**src/rtl/ps2_bird_keys.sv**
```systemverilog
// ps2_bird_keys: PS/2 receiver and scan-code decoder producing up/down levels and a start pulse.
// Optional macro PS2_WASD_EN adds W/S keys as alternates for up/down.
module ps2_bird_keys #(
    parameter int TIMEOUT_CYCLES = 10000
) (
    input  logic       clk,
    input  logic       clr,
    input  logic       ps2_clk,
    input  logic       ps2_data,
    output logic       up,
    output logic       down,
    output logic       start,
    output logic [7:0] rx_byte,
    output logic       rx_valid,
    output logic       rx_err
);
    localparam int TW = $clog2(TIMEOUT_CYCLES + 1);
    typedef enum logic [1:0] {IDLE, DATA, PARITY, STOP} state_t;
    state_t state, nxt;
    logic [2:0] ck_s;
    logic [1:0] dt_s;
    logic [7:0] shreg;
    logic [2:0] cnt;
    logic par;
    logic [TW-1:0] tmo;
    logic fall, din, timeout, frame_ok, frame_bad;
    logic ext, brk, arrow_up, arrow_down;
    assign fall = ck_s[2] & ~ck_s[1];
    assign din = dt_s[1];
    // synchronize the PS/2 pins; idle-high reset values avoid a false edge after reset
    always_ff @(posedge clk or negedge clr) begin
        if (!clr) begin
            ck_s <= 3'b111;
            dt_s <= 2'b11;
        end else begin
            ck_s <= {ck_s[1:0], ps2_clk};
            dt_s <= {dt_s[0], ps2_data};
        end
    end
    // frame state register
    always_ff @(posedge clk or negedge clr) begin
        if (!clr) state <= IDLE;
        else state <= nxt;
    end
    // next state and frame verdicts; a timeout only fires on a cycle without an edge
    always_comb begin
        nxt = state;
        timeout = state != IDLE && !fall && tmo == TW'(TIMEOUT_CYCLES - 1);
        frame_ok = fall && state == STOP && (^{shreg, par}) && din;
        frame_bad = fall && state == STOP && !frame_ok;
        if (fall) begin
            case (state)
                IDLE:    nxt = din ? IDLE : DATA;
                DATA:    nxt = cnt == 3'd7 ? PARITY : DATA;
                PARITY:  nxt = STOP;
                default: nxt = IDLE;
            endcase
        end
        if (timeout) nxt = IDLE;
    end
    // bit shifter, parity capture and inactivity counter
    always_ff @(posedge clk or negedge clr) begin
        if (!clr) begin
            shreg <= 8'h00;
            cnt <= 3'd0;
            par <= 1'b0;
            tmo <= '0;
        end else begin
            tmo <= (fall || state == IDLE) ? '0 : tmo + TW'(1);
            if (fall && state == IDLE) cnt <= 3'd0;
            if (fall && state == DATA) begin
                shreg <= {din, shreg[7:1]};
                cnt <= cnt + 3'd1;
            end
            if (fall && state == PARITY) par <= din;
        end
    end
    // received-byte outputs and error pulse
    always_ff @(posedge clk or negedge clr) begin
        if (!clr) begin
            rx_byte <= 8'h00;
            rx_valid <= 1'b0;
            rx_err <= 1'b0;
        end else begin
            rx_valid <= frame_ok;
            rx_err <= frame_bad | timeout;
            if (frame_ok) rx_byte <= shreg;
        end
    end
`ifdef PS2_WASD_EN
    logic w_held, s_held;
    assign up = arrow_up | w_held;
    assign down = arrow_down | s_held;
`else
    assign up = arrow_up;
    assign down = arrow_down;
`endif
    // scan-code decoder: prefixes set flags, any other code consumes them
    always_ff @(posedge clk or negedge clr) begin
        if (!clr) begin
            ext <= 1'b0;
            brk <= 1'b0;
            arrow_up <= 1'b0;
            arrow_down <= 1'b0;
            start <= 1'b0;
`ifdef PS2_WASD_EN
            w_held <= 1'b0;
            s_held <= 1'b0;
`endif
        end else begin
            start <= frame_ok && !ext && !brk && shreg == 8'h29;
            if (frame_ok) begin
                if (shreg == 8'hE0) ext <= 1'b1;
                else if (shreg == 8'hF0) brk <= 1'b1;
                else begin
                    ext <= 1'b0;
                    brk <= 1'b0;
                    if (ext && shreg == 8'h75) arrow_up <= ~brk;
                    if (ext && shreg == 8'h72) arrow_down <= ~brk;
`ifdef PS2_WASD_EN
                    if (!ext && shreg == 8'h1D) w_held <= ~brk;
                    if (!ext && shreg == 8'h1B) s_held <= ~brk;
`endif
                end
            end
        end
    end
endmodule

```
**config.mk**
```make
export PLATFORM = sky130hd
export DESIGN_NAME = ps2_bird_keys
export DESIGN_NICKNAME = d
export VERILOG_FILES = /design/src/rtl/ps2_bird_keys.sv
export SDC_FILE = /design/constraint.sdc
export NUM_CORES = 1
export LEC_CHECK = 0
export ABC_AREA = 1
export CAP_MARGIN = 10
export CORE_UTILIZATION = 52
export CTS_CLUSTER_DIAMETER = 50
export DETAILED_ROUTE_END_ITERATION = 12
export MAX_ROUTING_LAYER = met4
export PLACE_DENSITY = 0.72
export SYNTH_ARGS = -nofsm -noshare
export SYNTH_HDL_FRONTEND = slang
export SYNTH_SLANG_ARGS = --single-unit
```
**constraint.sdc**
```tcl
create_clock -name clk -period 3.1 [get_ports clk]
set_clock_uncertainty 0.1 [all_clocks]
set_input_delay 0.31 -clock clk [delete_from_list [all_inputs] [get_ports clk]]
set_output_delay 0.31 -clock clk [all_outputs]
set_load 0.02 [all_outputs]
```
==> key figures <==
Status
  – Outcome: finished clean

Worst setup path
  – Worst Reg-to-Reg Cells: 8
  – Critical path fanouts, max: 4
  – CP top delay family: simple AND/OR/NAND/NOR gates
  – Crit path buffers/inverters: 0
  – Worst setup SP type: flop
  – Worst R2R End: tmo[10]
  – Crit path largest cell delay: roughly 380 ps
  – Reg2Reg Setup Slack: 1290 ps
  – CP max-delay cell: dfrtp_1
  – CP arrival: between 1500 and 2000 ps
  – Worst path cell trace: ha_1 -> nand3_1 -> nor2_1 -> nand3_1 -> nor2_1 -> nand2_1 -> o21ai_0 -> a21oi_1
  – Critical path class: reg -> reg
  – Worst Path Required: ~3200 ps
  – Critical Path Sink Type: flop
  – Crit Reg-Reg Startpoint: tmo[0]

Power
  – Clock power frac: 0.274
  – Static Leak: 1.25 nW
  – P_int: about 1.1 mW
  – Switching Share: 0.350
  – Sw Pwr: ~0.56 mW
  – Max rail drop VDD: about 0.29 mV
  – Logic pwr share: 0.262
  – PD cells: 616 mW/mm²
  – Seq pwr share: 0.464

Logic synthesis
  – Cell count after synthesis: 275
  – Number of flops mapped to enable cells by yosys: 0
  – Synth top area cells: dfrtp_1 46%, nand2_1 12%, dfstp_2 5.7%
  – Most common cell in the netlist: nand2_1
  – Mapped cell area: 0.00232 mm²
  – Synth area leader: dfrtp_1
  – Yosys reg bits: 48
  – Top cell type's share of synthesized area: 0.464
  – Primary FF master, synth: dfrtp_1
  – Fraction of synthesis flops using an asynchronous set or reset pin: 1.00
  – Avg Cell Area, Syn: about 8.4 µm²
  – Syn_nets: between 200 and 300
  – Commonest cells post-synth: 74 x nand2_1, 43 x dfrtp_1, 34 x inv_1, 20 x o21ai_0, 17 x nand3_1
  – Synth warn: 0
  – Sequential share of the synthesized area: 0.521
  – Synth cell types: 23

Clock tree
  – Root Buffer: clkbuf_8
  – Clk sinks: 48
  – Hold_buf cts: 0
  – CTS tree: yes
  – Setup bufs post-CTS: 0
  – PostCTS Resize Cnt: 0
  – CTS max path bufs: 2
  – Num CTS Buffers: 5
  – Clock Pin Slew Worst Setup and Hold Paths: around 80 ps
  – H-Tree Depth: 2
  – Clk Latency, worst-skew pair: just over 300 ps

Place
  – HPWL Detailed: between 3 and 4 mm
  – GP Congestion: 0.843
  – Placed cell area: between 0.002 and 0.003 mm²
  – PortBufs: 16
  – Pre-CTS setup slack: between 1000 and 1500 ps

Detailed routing
  – Top sig layer: met4
  – Final WL: between 4 and 5 mm
  – Vias/cell: slightly above 5
  – Met3 WL: 156 µm
  – # DRC: 0
  – Met2 wire length: ~1.8 mm
  – DRT met1 WL: roughly 2.1 mm
  – DR vias: about 1800
  – Post-DRT Antenna Nets: 0
  – Drt initial violations: roughly 140
  – Wire per inst: 12.1 µm
  – DR pass1 iterations: 4

Timing
  – Slew @ Worst Pin: slightly above 1000 ps
  – Max frequency: 552 MHz
  – Min Hold Slack: between 70 and 80 ps
  – Worst Slack Setup Final: approximately 1300 ps
  – Period minus WS final: ~1800 ps
  – Final worst-path cycle share: 0.585
  – Final hold violations: 0
  – Final Setup Violations: 0
  – Setup TNS: 0 ps
  – Final Max Slew Viols: 0
  – RSZ-0062 raised after global routing: no
  – Max-Slew Margin vs Limit: 0.320

Floorplan
  – Site Rows: 23
  – Die Area: approximately 0.0047 mm²
  – Chip width: 68.8 µm
  – Die height: between 60 and 70 µm
  – # IOs: 17
  – Initial core utilization: 0.559
  – Core footprint: a little over 0.004 mm²

Cells and area
  – N_diodes: 0
  – Share of cells above drive strength 1: 0.128
  – Final instance area: 0.00262 mm²
  – Nets: around 300
  – Fill count: around 380
  – Layout area overhead: 13.2%
  – Fin util: 0.633

Worst hold path
  – Worst hold path type: in -> async

GRT
  – GRT overflow: 0
  – Largest net degree at the start of global routing: 49
  – Total GRT Usage: 0.216
  – Antenna violations before repair: 0
  – First-pass GRT wire length: a little over 7 mm
  – Vias in the first global route: roughly 1600

Job
  – Max-Cap Viols: 0
-- power by group through the flow --
stage                     Clock [mW]  Combinational [mW]  Sequential [mW]
after floorplan                    0               0.340            0.745
after global placement             0               0.409            0.760
after detailed placement           0               0.423            0.762
after CTS                      0.453               0.427            0.750
after global routing           0.480               0.485            0.760
final                          0.442               0.423            0.750
-- state kept, by name, summed over array words and instances, names as in the netlist --
register / cells
tmo: 14
rx_byte: 8
shreg: 8
ck_s: 3
cnt: 3
dt_s: 2
state: 2
brk: 1
down: 1
ext: 1
par: 1
rx_err: 1
rx_valid: 1
start: 1
up: 1
-- worst max path at each step --
stage	slack, ps	to	start	cells past startpoint
4_1_cts	1280	shreg[0]	ck_s[2]	6
3_3_place_gp	1360	tmo[10]	tmo[0]	8
2_1_floorplan	1500	rx_err	ck_s[2]	8
6_report	1290	tmo[10]	tmo[0]	8
3_5_place_dp	1270	shreg[0]	ck_s[2]	6
5_1_grt	1070	tmo[10]	tmo[0]	8
-- routing by layer --
| layer | up-vias | track usage |
|---|---|---|
| li1 | 933 | - |
| met5 | - | - |
| met1 | 813 | 0.283 |
| met2 | 32 | 0.325 |
| met3 | 6 | 0.0395 |
| met4 | 0 | 0.0995 |
-- area by class of cell --
type                       count  area [µm²]  area share
tap                           50        62.6      0.0238
inverter                      39         146      0.0558
multi-input combinational    185         946       0.361
timing repair buffer          16         155      0.0591
sequential                    48        1210       0.460
clock buffer                   7        76.3      0.0291
clock inverter                 1        30.0      0.0114
-- worst reg2reg max path, delay by kind of cell (launching register included) --
kind | cells | cell delay, ps
and+or+nand+nor | 5 | 810
DFF | 1 | 380
AOI/OAI and AO/OA | 2 | 220
adders and majority gates | 1 | 190
-- per-stage QoR --
step,std cells,power [mW]
global route,346,1.73
floorplan,275,1.08
CTS,346,1.63
finish,346,1.62
global placement,338,1.17
detailed placement,338,1.18
-- cells in the final DEF, fill, tap and decap left out, types with 5 or more instances in the layout --
cell             count
nand2_1             74
dfrtp_1             43
inv_1               34
o21ai_0             20
nand3_1             17
clkdlybuf4s50_1     15
nor2_1              13
nor3_1              12
nand4_1             12
a21oi_1             11
o21ai_2              7
inv_2                5
dfstp_2              5
clkbuf_8             5
-- cells by family after synthesis --
family,Yosys count,synth area share
compound gates,39,0.0966
buf+inv,42,0.0712
fa+ha+maj,3,0.0162
flops,48,0.521
simple gates,143,0.295
(Power assumes the default switching activity.)
